`src/rtl/filt_tx_sequencer_pkg.sv`:
```
// rtl/filt_tx_sequencer_pkg.sv - shared state type, symbol levels and PRBS constants
// Package tx_seq_pkg: burst state enum, 1s17 output levels, PRBS15 seed/taps
// and the Gray map from a PRBS bit pair to an output level.
package tx_seq_pkg;

    typedef enum logic [2:0] {
        ST_IDLE,
        ST_ARM,
        ST_PRE,
        ST_DATA,
        ST_FLUSH,
        ST_DONE
    } tx_state_t;

    localparam int LVL_OUTER   = 98303;
    localparam int LVL_INNER   = 32768;
    localparam int LVL_IMPULSE = 131071;

    // x^15 + x^14 + 1: feedback taps are state bits 14 and 13
    localparam logic [14:0] PRBS_SEED   = 15'h7FFF;
    localparam int          PRBS_TAP_HI = 14;
    localparam int          PRBS_TAP_LO = 13;

    function automatic int gray_level(input logic [1:0] bits);
        int lvl;
        unique case (bits)
            2'b00:   lvl = -LVL_OUTER;
            2'b01:   lvl = -LVL_INNER;
            2'b11:   lvl = LVL_INNER;
            default: lvl = LVL_OUTER;
        endcase
        return lvl;
    endfunction

endpackage

```
`src/rtl/filt_tx_sequencer_if.sv`:
```
// rtl/filt_tx_sequencer_if.sv - control and sample bus between clk_en/host and the sequencer
// Signals: sam_clk_en, sym_clk_en (time base), start, abort, num_sym (burst
// request), busy, done, filt_clr (status), x_out, sym_strobe (sample stream).
// TX_SEQ_IMPULSE_EN adds the impulse request bit.
// master: drives time base and requests; slave: the sequencer.
interface filt_tx_sequencer_if #(
    parameter int WIDTH = 18
);
    logic                    sam_clk_en;
    logic                    sym_clk_en;
    logic                    start;
    logic                    abort;
    logic [15:0]             num_sym;
    logic                    busy;
    logic                    done;
    logic                    filt_clr;
    logic signed [WIDTH-1:0] x_out;
    logic                    sym_strobe;
`ifdef TX_SEQ_IMPULSE_EN
    logic                    impulse;

    modport master (
        output sam_clk_en, sym_clk_en, start, abort, num_sym, impulse,
        input  busy, done, filt_clr, x_out, sym_strobe
    );
    modport slave (
        input  sam_clk_en, sym_clk_en, start, abort, num_sym, impulse,
        output busy, done, filt_clr, x_out, sym_strobe
    );
`else
    modport master (
        output sam_clk_en, sym_clk_en, start, abort, num_sym,
        input  busy, done, filt_clr, x_out, sym_strobe
    );
    modport slave (
        input  sam_clk_en, sym_clk_en, start, abort, num_sym,
        output busy, done, filt_clr, x_out, sym_strobe
    );
`endif
endinterface

```
`src/rtl/filt_tx_sequencer_prbs15.sv`:
```
// rtl/filt_tx_sequencer_prbs15.sv - PRBS15 source producing two bits per advance
// Ports: clk, reset (sync, active-high), advance (step two bits), reseed
// (reload seed), sym[1:0] (next pair; sym[1] is the earlier bit).
module prbs15
    import tx_seq_pkg::*;
(
    input  logic       clk,
    input  logic       reset,
    input  logic       advance,
    input  logic       reseed,
    output logic [1:0] sym
);

    logic [14:0] lfsr_q;
    logic        fb_first;
    logic        fb_second;

    // Two serial steps unrolled: the second feedback uses the taps shifted down
    // by one, which are still untouched by the first step's shift-in.
    assign fb_first  = lfsr_q[PRBS_TAP_HI] ^ lfsr_q[PRBS_TAP_LO];
    assign fb_second = lfsr_q[PRBS_TAP_HI - 1] ^ lfsr_q[PRBS_TAP_LO - 1];
    assign sym       = {fb_first, fb_second};

    always_ff @(posedge clk) begin
        if (reset) begin
            lfsr_q <= PRBS_SEED;
        end else if (reseed) begin
            lfsr_q <= PRBS_SEED;
        end else if (advance) begin
            lfsr_q <= {lfsr_q[12:0], fb_first, fb_second};
        end
    end

endmodule

```
`src/rtl/filt_tx_sequencer.sv`:
```
// rtl/filt_tx_sequencer.sv - burst sequencer: preamble, PRBS 4-ASK data, zero flush
// Ports: sys_clk, reset (sync, active-high), bus (filt_tx_sequencer_if.slave):
// time-base enables and start/abort/num_sym in; busy, done, filt_clr,
// x_out and sym_strobe out.
// Option macro TX_SEQ_IMPULSE_EN: impulse request replaces preamble and data
// with a single full-scale sample.
module filt_tx_sequencer
    import tx_seq_pkg::*;
#(
    parameter int WIDTH     = 18,
    parameter int SPS       = 4,
    parameter int PRE_LEN   = 16,
    parameter int FLUSH_LEN = 101
) (
    input  logic             sys_clk,
    input  logic             reset,
    filt_tx_sequencer_if.slave bus
);

    // Flush entry may already count its first sample, so FLUSH_LEN >= 2.
    if (SPS < 2 || PRE_LEN < 1 || FLUSH_LEN < 2) begin : g_param_check
        $error("filt_tx_sequencer: SPS >= 2, PRE_LEN >= 1, FLUSH_LEN >= 2 required");
    end

    tx_state_t               state_q, state_d;
    logic [15:0]             cnt_q, cnt_d;
    logic [15:0]             num_q, num_d;
    logic [15:0]             eff_num;
    logic signed [WIDTH-1:0] x_q, x_d;
    logic signed [WIDTH-1:0] pre_val;
    logic signed [WIDTH-1:0] data_val;
    logic                    strobe_q, strobe_d;
    logic                    clr_q, clr_d;
    logic                    go_flush;
    logic                    emit_data;
    logic                    prbs_reseed;
    logic                    prbs_advance;
    logic [1:0]              prbs_sym;
    logic                    imp_mode;

`ifdef TX_SEQ_IMPULSE_EN
    logic imp_q, imp_d;
    assign imp_mode = imp_q;
`else
    assign imp_mode = 1'b0;
`endif

    prbs15 u_prbs (
        .clk     (sys_clk),
        .reset   (reset),
        .advance (prbs_advance),
        .reseed  (prbs_reseed),
        .sym     (prbs_sym)
    );

    // In PRE/ARM cnt_q is the number of preamble symbols already sent, so its
    // LSB selects the alternating polarity (even index -> positive).
    assign pre_val  = cnt_q[0] ? WIDTH'(-LVL_OUTER) : WIDTH'(LVL_OUTER);
    assign data_val = imp_mode ? WIDTH'(LVL_IMPULSE) : WIDTH'(gray_level(prbs_sym));
    assign eff_num  = imp_mode ? 16'd1 : num_q;

    assign prbs_advance = emit_data & ~imp_mode;

    always_ff @(posedge sys_clk) begin
        if (reset) begin
            state_q  <= ST_IDLE;
            cnt_q    <= '0;
            num_q    <= '0;
            x_q      <= '0;
            strobe_q <= 1'b0;
            clr_q    <= 1'b0;
`ifdef TX_SEQ_IMPULSE_EN
            imp_q    <= 1'b0;
`endif
        end else begin
            state_q  <= state_d;
            cnt_q    <= cnt_d;
            num_q    <= num_d;
            x_q      <= x_d;
            strobe_q <= strobe_d;
            clr_q    <= clr_d;
`ifdef TX_SEQ_IMPULSE_EN
            imp_q    <= imp_d;
`endif
        end
    end

    always_comb begin
        state_d     = state_q;
        cnt_d       = cnt_q;
        num_d       = num_q;
        x_d         = x_q;
        strobe_d    = 1'b0;
        clr_d       = 1'b0;
        prbs_reseed = 1'b0;
        go_flush    = 1'b0;
        emit_data   = 1'b0;
`ifdef TX_SEQ_IMPULSE_EN
        imp_d       = imp_q;
`endif
        unique case (state_q)
            ST_IDLE: begin
                if (bus.start) begin
                    state_d     = ST_ARM;
                    cnt_d       = '0;
                    num_d       = bus.num_sym;
                    clr_d       = 1'b1;
                    prbs_reseed = 1'b1;
`ifdef TX_SEQ_IMPULSE_EN
                    imp_d       = bus.impulse;
`endif
                end
            end
            ST_ARM: begin
                if (bus.abort) begin
                    go_flush = 1'b1;
                end else if (bus.sym_clk_en) begin
                    cnt_d = 16'd1;
                    if (imp_mode) begin
                        emit_data = 1'b1;
                    end else begin
                        state_d  = ST_PRE;
                        x_d      = pre_val;
                        strobe_d = 1'b1;
                    end
                end else if (bus.sam_clk_en) begin
                    x_d = '0;
                end
            end
            ST_PRE: begin
                if (bus.abort) begin
                    go_flush = 1'b1;
                end else if (bus.sym_clk_en) begin
                    // Phase changes only on a symbol boundary so the last
                    // preamble symbol keeps its full set of stuffing zeros.
                    if (cnt_q == 16'(PRE_LEN)) begin
                        if (eff_num == 16'd0) begin
                            go_flush = 1'b1;
                        end else begin
                            emit_data = 1'b1;
                            cnt_d     = 16'd1;
                        end
                    end else begin
                        x_d      = pre_val;
                        strobe_d = 1'b1;
                        cnt_d    = cnt_q + 16'd1;
                    end
                end else if (bus.sam_clk_en) begin
                    x_d = '0;
                end
            end
            ST_DATA: begin
                if (bus.abort) begin
                    go_flush = 1'b1;
                end else if (bus.sym_clk_en) begin
                    if (cnt_q == eff_num) begin
                        go_flush = 1'b1;
                    end else begin
                        emit_data = 1'b1;
                        cnt_d     = cnt_q + 16'd1;
                    end
                end else if (bus.sam_clk_en) begin
                    x_d = '0;
                end
            end
            ST_FLUSH: begin
                if (bus.sam_clk_en) begin
                    x_d = '0;
                    if (cnt_q == 16'(FLUSH_LEN - 1)) begin
                        state_d = ST_DONE;
                        cnt_d   = '0;
                    end else begin
                        cnt_d = cnt_q + 16'd1;
                    end
                end
            end
            ST_DONE: begin
                state_d = ST_IDLE;
            end
            default: begin
                state_d = ST_IDLE;
            end
        endcase

        if (emit_data) begin
            state_d  = ST_DATA;
            x_d      = data_val;
            strobe_d = 1'b1;
        end

        // A flush entered on a sample cycle already emits its first zero.
        if (go_flush) begin
            state_d = ST_FLUSH;
            cnt_d   = bus.sam_clk_en ? 16'd1 : 16'd0;
            if (bus.sam_clk_en) begin
                x_d = '0;
            end
        end
    end

    assign bus.x_out      = x_q;
    assign bus.sym_strobe = strobe_q;
    assign bus.filt_clr   = clr_q;
    assign bus.done       = (state_q == ST_DONE);
    assign bus.busy       = (state_q == ST_ARM) || (state_q == ST_PRE) ||
                            (state_q == ST_DATA) || (state_q == ST_FLUSH);

endmodule

```
`src/flat_wrapper.sv`:
```
// flat-port wrapper written by rule: the top's interface ports become plain ports
module filt_tx_sequencer_flat import tx_seq_pkg::*;
#(
    parameter int WIDTH     = 18,
    parameter int SPS       = 4,
    parameter int PRE_LEN   = 16,
    parameter int FLUSH_LEN = 101
)
  (sys_clk, reset, bus_sam_clk_en, bus_sym_clk_en, bus_start, bus_abort, bus_num_sym, bus_busy, bus_done, bus_filt_clr, bus_x_out, bus_sym_strobe);
  filt_tx_sequencer_if #(.WIDTH(WIDTH)) bus_i ();
  input  logic sys_clk;
  input  logic reset;
  input wire logic [$bits(bus_i.sam_clk_en)-1:0] bus_sam_clk_en;
  input wire logic [$bits(bus_i.sym_clk_en)-1:0] bus_sym_clk_en;
  input wire logic [$bits(bus_i.start)-1:0] bus_start;
  input wire logic [$bits(bus_i.abort)-1:0] bus_abort;
  input wire logic [$bits(bus_i.num_sym)-1:0] bus_num_sym;
  output wire logic [$bits(bus_i.busy)-1:0] bus_busy;
  output wire logic [$bits(bus_i.done)-1:0] bus_done;
  output wire logic [$bits(bus_i.filt_clr)-1:0] bus_filt_clr;
  output wire logic [$bits(bus_i.x_out)-1:0] bus_x_out;
  output wire logic [$bits(bus_i.sym_strobe)-1:0] bus_sym_strobe;
  assign bus_i.sam_clk_en = bus_sam_clk_en;
  assign bus_i.sym_clk_en = bus_sym_clk_en;
  assign bus_i.start = bus_start;
  assign bus_i.abort = bus_abort;
  assign bus_i.num_sym = bus_num_sym;
  assign bus_busy = bus_i.busy;
  assign bus_done = bus_i.done;
  assign bus_filt_clr = bus_i.filt_clr;
  assign bus_x_out = bus_i.x_out;
  assign bus_sym_strobe = bus_i.sym_strobe;
  filt_tx_sequencer #(.WIDTH(WIDTH), .SPS(SPS), .PRE_LEN(PRE_LEN), .FLUSH_LEN(FLUSH_LEN)) u_core (.sys_clk(sys_clk), .reset(reset), .bus(bus_i));
endmodule
```
`config.mk`:
```
export PLATFORM = sky130hd
export DESIGN_NAME = filt_tx_sequencer_flat
export DESIGN_NICKNAME = d
export VERILOG_FILES = /design/src/rtl/filt_tx_sequencer_pkg.sv /design/src/rtl/filt_tx_sequencer_if.sv /design/src/rtl/filt_tx_sequencer_prbs15.sv /design/src/rtl/filt_tx_sequencer.sv /design/src/flat_wrapper.sv
export SDC_FILE = /design/constraint.sdc
export NUM_CORES = 1
export LEC_CHECK = 0
export ABC_AREA = 1
export BUFFER_PORTS_ARGS = -buffer_cell sky130_fd_sc_hd__buf_2
export CORE_ASPECT_RATIO = 1.4
export CORE_UTILIZATION = 64
export DETAILED_ROUTE_END_ITERATION = 10
export MAX_ROUTING_LAYER = met4
export PLACE_DENSITY = 0.87
export RECOVER_POWER = 50
export SLEW_MARGIN = 20
export SYNTH_ARGS = -nofsm -noshare
export SYNTH_HDL_FRONTEND = slang
export SYNTH_SLANG_ARGS = --single-unit
```
`constraint.sdc`:
```
create_clock -name sys_clk -period 4.9 [get_ports sys_clk]
set_clock_uncertainty 0.2 [all_clocks]
set_input_delay 0.49 -clock sys_clk [delete_from_list [all_inputs] [get_ports sys_clk]]
set_output_delay 0.49 -clock sys_clk [all_outputs]
set_load 0.05 [all_outputs]
```
==> results by group, run 1 <==
Cells and area
  • Fraction of layout cells with a size suffix above 1: between 9 and 10%
  • Final nets: 740
  • Post-layout instance area: approximately 4700 µm²
  • Area of the multi-input gates: between 2000 and 3000 µm²
  • Register Area: between 1000 and 1500 µm²
  • Fillcell total: 585
  • Commonest non-fill, non-tap cells in the layout: 249 x nand2_1, 75 x nand3_1, 70 x dfxtp_1
  • Post-layout util: 71.2%
  • Area grow syn2layout: 7.33%
  • Most common cell after layout, fill and taps aside: nand2_1
  • Number of diodes: 0

Global route
  • First-pass GRT wire length: ~19 mm
  • GRT overflow: 0
  • Antenna violations before repair: 0
  • Largest net degree at the start of global routing: 36
  • Overall routing resource usage: approximately 34%
  • Vias in the first global route: approximately 4400

Clock network
  • Clock sinks: 70
  • Clk_lat worst skew: 0.36 ns
  • CTS Root Cell: clkbuf_8
  • Number of H-tree levels: 3
  • Post-CTS setup buffers: 0
  • TritonCTS clock tree: done
  • CTS clk-pin slew, worst paths: roughly 0.090 ns
  • CTS Buffer Depth: 2
  • Total clock buffers created by CTS: 9
  • # hold bufs at CTS: 0
  • Post_cts resized: 0

STA
  • Rel. slew slack: about a quarter
  • Worst slew pin tran: approximately 1.1 ns
  • Final min period: approximately 3.6 ns
  • Final worst setup slack: between 1 and 1.5 ns
  • Fmax: approximately 280 MHz
  • RSZ-0062 raised after global routing: no
  • Setup TNS: 0 ns
  • Period utilisation layout: between 70% and 80%
  • Hold Vio Cnt, Final: 0
  • Max Slew Vio Count: 0
  • Setup-failing EPs final: 0

Critical path
  • Worst EP required: 5.00 ns
  • Slowest stage delay, CP: around 0.82 ns
  • Kind of cell adding the most delay to the critical path: simple AND/OR/NAND/NOR gates
  • CP Launch Type: flop
  • Worst path bufs/invs: 3
  • Slowest-stage cell, CP: nand2_1
  • Critical Path, Cell by Cell: inv_1 > ha_1 > inv_1 > nor2_1 > nand2_1 > nor2_1 > nand2_1 > nor2_8 > nand2_1 > nand2_1 > nand2_1 > clkinv_2 > nand2_4 > nand3_1 > nor2_1
  • CP arrival: between 3 and 4 ns
  • CP Class: reg -> reg
  • CP most frequent cell: nand2_1
  • Setup crit end kind: flop
  • Crit path max fanout: 35

Synthesis
  • Mapped Nets: between 700 and 800
  • Synth Area in Adders: less than 1%
  • Post-synthesis sequential area ratio: between 30% and 40%
  • Synth Cell Area: between 4000 and 5000 µm²
  • Mapped Cells: 693
  • Synth Register Bits: 70
  • Multiplexer share of the synthesized area: 0%
  • Mean Syn Cell Area: between 6 and 7 µm²
  • Post-synthesis compound-gate area fraction: approximately 15%
  • Simple-Gate Fraction of Synth Area: roughly two fifths
  • YS warnings: 0
  • Xor and xnor area share after synthesis: 3.02%
  • Largest family of logic cells by synthesized area: simple AND/OR/NAND/NOR gates
  • Synth cell types: 42

Place
  • Place WS: ~1.9 ns
  • RePlAce Congestion: 1.00
  • PortBufs: 43
  • HPWL after DPL: roughly 8 mm
  • Placed cell area: approximately 4500 µm²

Routing
  • Vias per cell: 5.80
  • Final WL: approximately 11 mm
  • DR iter-0 viols: 234
  • Drt first pass iters: 6
  • Detailed-route wire length per cell: approximately 14 µm
  • Antenna Nets Post-Route: 0
  • Vias: 4604
  • Residual DRC count: 0

Power
  • P_int: 0.00128 W
  • LEAKAGE: 2.08 nW
  • Clock power share: a little over a fifth
  • Sequential share of power: between 30 and 40%
  • Combinational fraction of design power: a little under half
  • Pwr dens: around 530 nW/µm²
  • Power, Total: between 0.002 and 0.0025 W
  • Switching share of total power: around 50%
  • VDD IR-drop max: 0.383 mV
  • P_sw: between 0.001 and 0.0015 W

Floorplan
  • Initial core utilization: approximately 66%
  • Die Span Y: roughly 100 µm
  • # IOs: 44
  • Die span in x: approximately 72 µm
  • Std-Cell Core Area: approximately 6600 µm²
  • Placement row count: 35
  • Die ar.: 7140 µm²

Job
  • Max-Cap Viols: 0

Min path
  • Worst Hold Class: in -> reg

Outcome
  • Status: finished, final reports clean
-- cells in the mapped netlist (all sizes together) --
master | instances | area, µm²
o21ai | 36 | 184
dfxtp | 70 | 1400
a22o | 3 | 26.3
nand2 | 252 | 971
clkbuf | 13 | 51.3
o211ai | 17 | 128
o31ai | 1 | 7.51
ha | 3 | 37.5
a311oi | 1 | 8.76
nor2 | 71 | 319
a31oi | 8 | 50.1
inv | 53 | 201
nor3 | 7 | 51.3
buf | 19 | 115
a21oi | 38 | 228
nor3b | 1 | 7.51
nand4 | 2 | 12.5
o32ai | 1 | 8.76
o21bai | 1 | 7.51
nand3 | 76 | 385
xor2 | 14 | 123
clkinv | 4 | 16.3
xnor2 | 1 | 8.76
or2 | 1 | 6.26
-- power groups by stage --
stage	logic, W	clock network, W	registers (W)
2_1_floorplan	0.000752	0	0.000995
3_3_place_gp	0.00115	0	0.000809
3_5_place_dp	0.00117	0	0.000811
4_1_cts	0.00118	0.000538	0.000800
5_1_grt	0.00127	0.000568	0.000818
6_report	0.00116	0.000534	0.000803
-- path summary, 6_finish.rpt --
kind	start	endpoint	slack (ns)	cells past startpoint
hold reg to reg	u_core.u_prbs.lfsr_q[3]	u_core.u_prbs.lfsr_q[5]	0.26	2
setup / recovery	u_core.cnt_q[0]	u_core.bus.x_out[15]	1.31	15
hold / removal	bus_num_sym[3]	u_core.eff_num[3]	0.13	3
setup reg to reg	u_core.cnt_q[0]	u_core.bus.x_out[15]	1.31	15
-- layer usage --
layer	share of wire, %	vias up	GRT usage, %
li1	-	2283	-
met1	39	2090	35.3
met2	52	179	59.3
met3	4.9	52	6.48
met4	4.6	0	21.3
met5	0	-	-
-- tightest hold or removal path: stages --
cell and delay [ns]:
buf_2 0.08, nand2_1 0.04, o21ai_0 0.05
-- cells by family after synthesis --
kind of cell,after synthesis
AO/OA/AOI/OAI,106
AND/OR/NAND/NOR,410
buffers and inverters,89
XOR/XNOR,15
adder cells (fa/ha/maj),3
flip-flops,70
-- stage by stage --
stage,hold slack (ns),instances
floorplan,0.224,693
global placement,0.239,778
detailed placement,0.242,778
CTS,0.125,794
global route,0.135,794
finish,0.127,794
-- flip-flops by register name, summed over array words and instances, names as in the netlist --
name / cells
u_core.state_q: 3
u_core.u_prbs.lfsr_q: 15
u_core.bus.filt_clr: 1
u_core.bus.sym_strobe: 1
u_core.cnt_q: 16
u_core.bus.x_out: 18
u_core.eff_num: 16
-- cell type report --
cell class / count / share of cell area (%)
clock inverters: 6 / 2.01
repair buffers: 43 / 4.04
well taps: 74 / 1.98
flip-flops and latches: 70 / 30.0
clock buffers: 10 / 2.73
inverters: 57 / 4.66
multi-input cells: 534 / 54.6
(Power assumes the default switching activity.)
==> run 2: changes to the inputs <==
- CORE_UTILIZATION: 64 -> 60
- PLACE_DENSITY: 0.87 -> 0.82
- clock period: 4.9 -> 3.6 ns (I/O delays scaled with it)
==> run 2 against run 1 <==
  * The flow now finishes with violations (negative hold slack)
  * Total power increased by 33%
  * Utilization decreased by 2.5 points
  * Via count increased by 1.2%
  * Die area increased by 6.5%
  * Sequential share of layout area decreased by 0.74 points
  * Combinational power increased by 39%
  * First-iteration DRC count increased by 12%
  * Hold slack got worse by 0.13 ns
  * Sequential cell count unchanged
  * Non-clock buffer count increased by 13
  * Critical endpoint is now u_core.cnt_q[3]
==> results by group, run 2 (synthesis results as in run 1) <==
Outcome
  • Status: finished with violations
  • Failing checks: negative hold slack

Cells and area
  • Fraction of layout cells with a size suffix above 1: under 10%
  • Post-layout instance area: 4790 µm²
  • Fillcell total: 639
  • Max reg flops: 18
  • Commonest non-fill, non-tap cells in the layout: 246 x nand2_1, 75 x nand3_1, 70 x dfxtp_1
  • Number of diodes: 0
  • Final nets: 753
  • Final Non-Filler Cells: 828
  • Area grow syn2layout: 10.0%
  • Most common cell after layout, fill and taps aside: nand2_1

Place
  • Cell count after placement: around 800
  • Placed cell area: 4550 µm²
  • PortBufs: 43
  • RePlAce Congestion: 0.963
  • HPWL after DPL: ~8.3 mm

Job
  • Max-Cap Viols: 0

Critical path
  • CP Launch Type: flop
  • CP startpoint: u_core.cnt_q[0]
  • CP Class: reg -> reg
  • Worst EP required: approximately 3.7 ns
  • Reg2Reg Depth: 13
  • R2r endpoint: u_core.cnt_q[3]
  • Reg2reg start: u_core.cnt_q[0]
  • Crit path max fanout: 12
  • Reg2Reg Setup Slack: around 0.73 ns
  • Critical path endpoint: u_core.cnt_q[3]
  • Setup crit end kind: flop
  • CP arrival: 2.98 ns

Power
  • Switching share of total power: 50.7%
  • Pwr dens: approximately 690 nW/µm²
  • P_int: roughly 0.0016 W
  • Power, Total: 0.00333 W
  • Clock power share: between 10% and 20%
  • Sequential share of power: 32.9%
  • LEAKAGE: between 2 and 2.5 nW
  • Combinational fraction of design power: between 40 and 50%
  • VDD IR-drop max: just over 0.5 mV
  • P_sw: 0.00168 W

Global route
  • Vias in the first global route: between 4000 and 5000
  • Overall routing resource usage: between 30% and 40%
  • GRT overflow: 0
  • First-pass GRT wire length: around 19 mm
  • Antenna violations before repair: 0
  • Largest net degree at the start of global routing: 30

STA
  • Max Slew Vio Count: 0
  • Final min period: roughly 2.9 ns
  • Setup-failing EPs final: 0
  • Setup TNS: 0 ns
  • Hold Vio Cnt, Final: 1
  • Rel. slew slack: 27.2%
  • Worst-case hold slack: -0.000867 ns
  • Worst slew pin tran: ~1.1 ns
  • Fmax: 349 MHz
  • RSZ-0062 raised after global routing: no
  • Period utilisation layout: 79.6%

Min path
  • WHS Path Cells: 2
  • Worst Hold Class: in -> reg
  • Worst Hold Launch: bus_num_sym[13]

Floorplan
  • Die Span Y: a little over 100 µm
  • Initial core utilization: between 60% and 70%
  • Std-Cell Core Area: 6980 µm²
  • # IOs: 44
  • Die ar.: 7610 µm²
  • Placement row count: 36
  • Die span in x: 74.0 µm

Routing
  • Antenna Nets Post-Route: 0
  • Drt first pass iters: 6
  • Vias: 4658
  • DR iter-0 viols: roughly 260
  • Detailed-route wire length per cell: about 14 µm
  • Vias per cell: roughly 5.6
  • Residual DRC count: 0
  • Final WL: 11.6 mm

Clock network
  • CTS Root Cell: clkbuf_8
  • Post-CTS setup buffers: 0
  • Clock sinks: 70
  • CTS Buffer Depth: 2
  • CTS clk-pin slew, worst paths: ~0.09 ns
  • TritonCTS clock tree: done
  • Total clock buffers created by CTS: 9
  • Number of H-tree levels: 3
  • Clk_lat worst skew: roughly 0.38 ns
==> run 2: cell count changes in the layout (fill, tap and decap cells not counted), sizes merged, moves of 2 or more <==
cell,previous run,this run
buf,22,25
bufinv,2,0
dlygate4sd3,0,10
inv,55,58
==> run 2: worst min path at each step <==
stage and endpoint:
6_report u_core.eff_num[13], 5_1_grt u_core.eff_num[14], 4_1_cts u_core.eff_num[13], 3_5_place_dp u_core.u_prbs.lfsr_q[3]
3_3_place_gp u_core.u_prbs.lfsr_q[9], 2_1_floorplan u_core.u_prbs.lfsr_q[3]
==> run 2: cell type report <==
| type | instances | area, µm² | share of cell area [%] |
|---|---|---|---|
| multi-input combinational | 534 | 2560 | 53.4 |
| sequential | 70 | 1400 | 29.2 |
| timing repair buffer | 56 | 312 | 6.50 |
| inverter | 57 | 218 | 4.54 |
| clock buffer | 9 | 124 | 2.58 |
| tap | 95 | 119 | 2.48 |
| clock inverter | 7 | 61.3 | 1.28 |
==> run 2: power groups by stage <==
stage / Clock, W / Sequential (W) / Combinational (W)
after global placement: 0 / 0.00110 / 0.00159
final: 0.000621 / 0.00109 / 0.00161
after global routing: 0.000653 / 0.00111 / 0.00177
after floorplan: 0 / 0.00135 / 0.00102
after detailed placement: 0 / 0.00110 / 0.00162
after CTS: 0.000624 / 0.00109 / 0.00164
==> run 2: timing repair <==
action | in CTS | in global routing
resized for setup | 0 | 0
hold buffers | 10 | 0
hold endpoints to repair | 10 | 0
==> run 2: worst max-delay path: stages (launching register included) <==
cell	delay, ns
dfxtp_1	0.45
inv_1	0.10
ha_1	0.20
inv_1	0.05
nor2_1	0.04
nand2_1	0.07
nor2_1	0.04
nand2_1	0.22
nor2_1	0.13
o21ai_1	0.21
nand2_1	0.07
a21oi_1	0.65
nand3_1	0.18
a21oi_1	0.19
==> run 2: metrics by stage <==
stage                     hold slack, ns  utilization [%]  worst slack (ns)
final                          -0.000867             68.6             0.734
after global routing             0.00843             68.6             0.462
after CTS                        0.00292             69.2             0.897
after detailed placement           0.243             65.1             0.783
after global placement             0.237             65.1             0.803
after floorplan                    0.224                -              1.37
==> run 2: per-layer routing <==
metal	wire length, µm	up-vias	global-route usage, %
met5	0	-	-
met4	583	0	26.3
met3	541	52	3.81
met2	6100	174	57.9
met1	4370	2121	32.7
li1	-	2311	-
==> run 3: changes to the inputs <==
- clock period: 3.6 -> 2.83 ns (I/O delays scaled with it)
==> run 3 against run 2 <==
  * The run now ends clean
  * Combinational power rose by 29%
  * Non-clock buffer count rose by 11
  * Sequential power rose by 28%
  * Fmax rose by 10%
  * Die area did not move
  * Routed wire length fell by 1.7%
  * Count of clock-buffer cells in the layout rose by 1
  * Clock power rose by 20%
  * Via count rose by 0.64%
  * Critical endpoint is now u_core.bus.x_out[15]
==> results by group, run 3 (synthesis results as in run 1) <==
Outcome
  • Status: finished, final reports clean

Clock network
  • TritonCTS clock tree: done
  • Total clock buffers created by CTS: 9
  • Clk_lat worst skew: ~0.37 ns
  • Clock sinks: 70
  • CTS Root Cell: clkbuf_8
  • CTS Buffer Depth: 2
  • Number of H-tree levels: 3
  • CTS clk-pin slew, worst paths: ~0.08 ns

Floorplan
  • Placement row count: 36
  • Std-Cell Core Area: roughly 7000 µm²
  • Die ar.: approximately 7600 µm²
  • Initial core utilization: 62.4%
  • Die span in x: 74.0 µm
  • # IOs: 44
  • Die Span Y: between 100 and 150 µm

Power
  • Sequential share of power: 32.9%
  • Switching share of total power: between 50% and 60%
  • Combinational fraction of design power: between 40% and 50%
  • LEAKAGE: 2.16 nW
  • P_int: ~0.0021 W
  • Pwr dens: ~860 nW/µm²
  • Power, Total: roughly 0.0042 W
  • VDD IR-drop max: approximately 0.63 mV
  • Clock power share: between 15 and 20%
  • P_sw: 0.00211 W

Cells and area
  • Fraction of layout cells with a size suffix above 1: between 10% and 20%
  • Final nets: 764
  • Post-layout instance area: slightly below 5000 µm²
  • Most common cell after layout, fill and taps aside: nand2_1
  • Register Area: about 1400 µm²
  • Fillcell total: 661
  • Area of the multi-input gates: ~2600 µm²
  • Commonest non-fill, non-tap cells in the layout: 245 x nand2_1, 75 x nand3_1, 70 x dfxtp_1
  • Number of diodes: 0
  • Area grow syn2layout: 12.7%
  • Max reg flops: 18

Routing
  • Antenna Nets Post-Route: 0
  • Vias: 4688
  • DR iter-0 viols: about 320
  • Detailed-route wire length per cell: 13.6 µm
  • Final WL: about 11 mm
  • Drt first pass iters: 5
  • Residual DRC count: 0
  • Vias per cell: between 5 and 6

STA
  • Final min period: around 2.6 ns
  • Setup TNS: 0 ns
  • Rel. slew slack: about a quarter
  • RSZ-0062 raised after global routing: no
  • Hold Vio Cnt, Final: 0
  • Setup-failing EPs final: 0
  • Fmax: between 300 and 400 MHz
  • Period utilisation layout: between 90% and 100%
  • Max Slew Vio Count: 0
  • Worst-case hold slack: between 0.1 and 0.15 ns
  • Worst slew pin tran: 1.14 ns

Critical path
  • Crit path max fanout: 19
  • Setup crit end kind: flop
  • CP Class: reg -> reg
  • CP arrival: 2.66 ns
  • CP Launch Type: flop
  • Worst EP required: 2.90 ns

Place
  • HPWL after DPL: between 8 and 9 mm
  • PortBufs: 43
  • Placed cell area: around 4600 µm²
  • RePlAce Congestion: a little under 1

Global route
  • Antenna violations before repair: 0
  • GRT overflow: 0
  • First-pass GRT wire length: 18.7 mm
  • Vias in the first global route: around 4300
  • Overall routing resource usage: about a third
  • Largest net degree at the start of global routing: 35

Job
  • Max-Cap Viols: 0

Min path
  • Worst Hold Class: in -> reg
-- run 3: what timing repair did --
action,in CTS,in global routing
resized for setup,0,4
hold buffers,16,0
setup endpoints to repair,0,14
endpoints found under the hold margin,16,0
setup buffers,0,0
-- run 3: path summary, 6_finish.rpt --
kind                           startpoint                      end  slack, ns  cells past startpoint
setup / recovery          u_core.cnt_q[0]     u_core.bus.x_out[15]       0.24                     15
hold / removal             bus_sam_clk_en     u_core.bus.x_out[16]       0.11                      4
setup reg to reg          u_core.cnt_q[0]     u_core.bus.x_out[15]       0.24                     15
hold reg to reg   u_core.u_prbs.lfsr_q[5]  u_core.u_prbs.lfsr_q[7]       0.26                      2
-- run 3: layout make-up --
cell class / instances / area share [%]
multi-input combinational: 534 / 52.7
sequential: 70 / 28.5
timing repair buffer: 67 / 8.34
inverter: 57 / 4.49
clock buffer: 10 / 2.60
tap: 95 / 2.42
clock inverter: 6 / 0.943
-- run 3: per-stage QoR --
| stage | util [%] | setup slack [ns] | instances |
|---|---|---|---|
| 6_report | 70.3 | 0.235 | 839 |
| 5_1_grt | 70.3 | 0.000167 | 839 |
| 4_1_cts | 70.4 | 0.122 | 839 |
| 3_5_place_dp | 65.6 | 0.139 | 807 |
| 3_3_place_gp | 65.6 | 0.217 | 807 |
| 2_1_floorplan | - | 0.644 | 693 |
-- run 3: power by group through the flow --
stage	registers, W	clock network [W]	logic [W]
after floorplan	0.00172	0	0.00130
after global placement	0.00139	0	0.00202
after detailed placement	0.00140	0	0.00207
after CTS	0.00138	0.000754	0.00209
after global routing	0.00141	0.000792	0.00228
final	0.00139	0.000744	0.00208
-- run 3: metal layers --
metal / global-route usage [%] / vias to the layer above / part of all wire, %
met4: 21.0 / 0 / 4.0
met2: 58.7 / 164 / 52
li1: - / 2335 / -
met1: 32.3 / 2146 / 39
met5: - / - / 0
met3: 7.14 / 43 / 5.1
-- run 3: worst max-delay path: stages (launching register included) --
cell and delay [ns]:
dfxtp_1 0.39, inv_1 0.15, ha_1 0.16, inv_1 0.04
nor2_1 0.11, nand2_1 0.06, nor2_1 0.11, nand2_2 0.15
nor2_8 0.29, nand2_1 0.09, nand2_1 0.09, nand2_2 0.06
clkinv_2 0.20, nand2_4 0.21, nand3_1 0.13, nor2_1 0.05
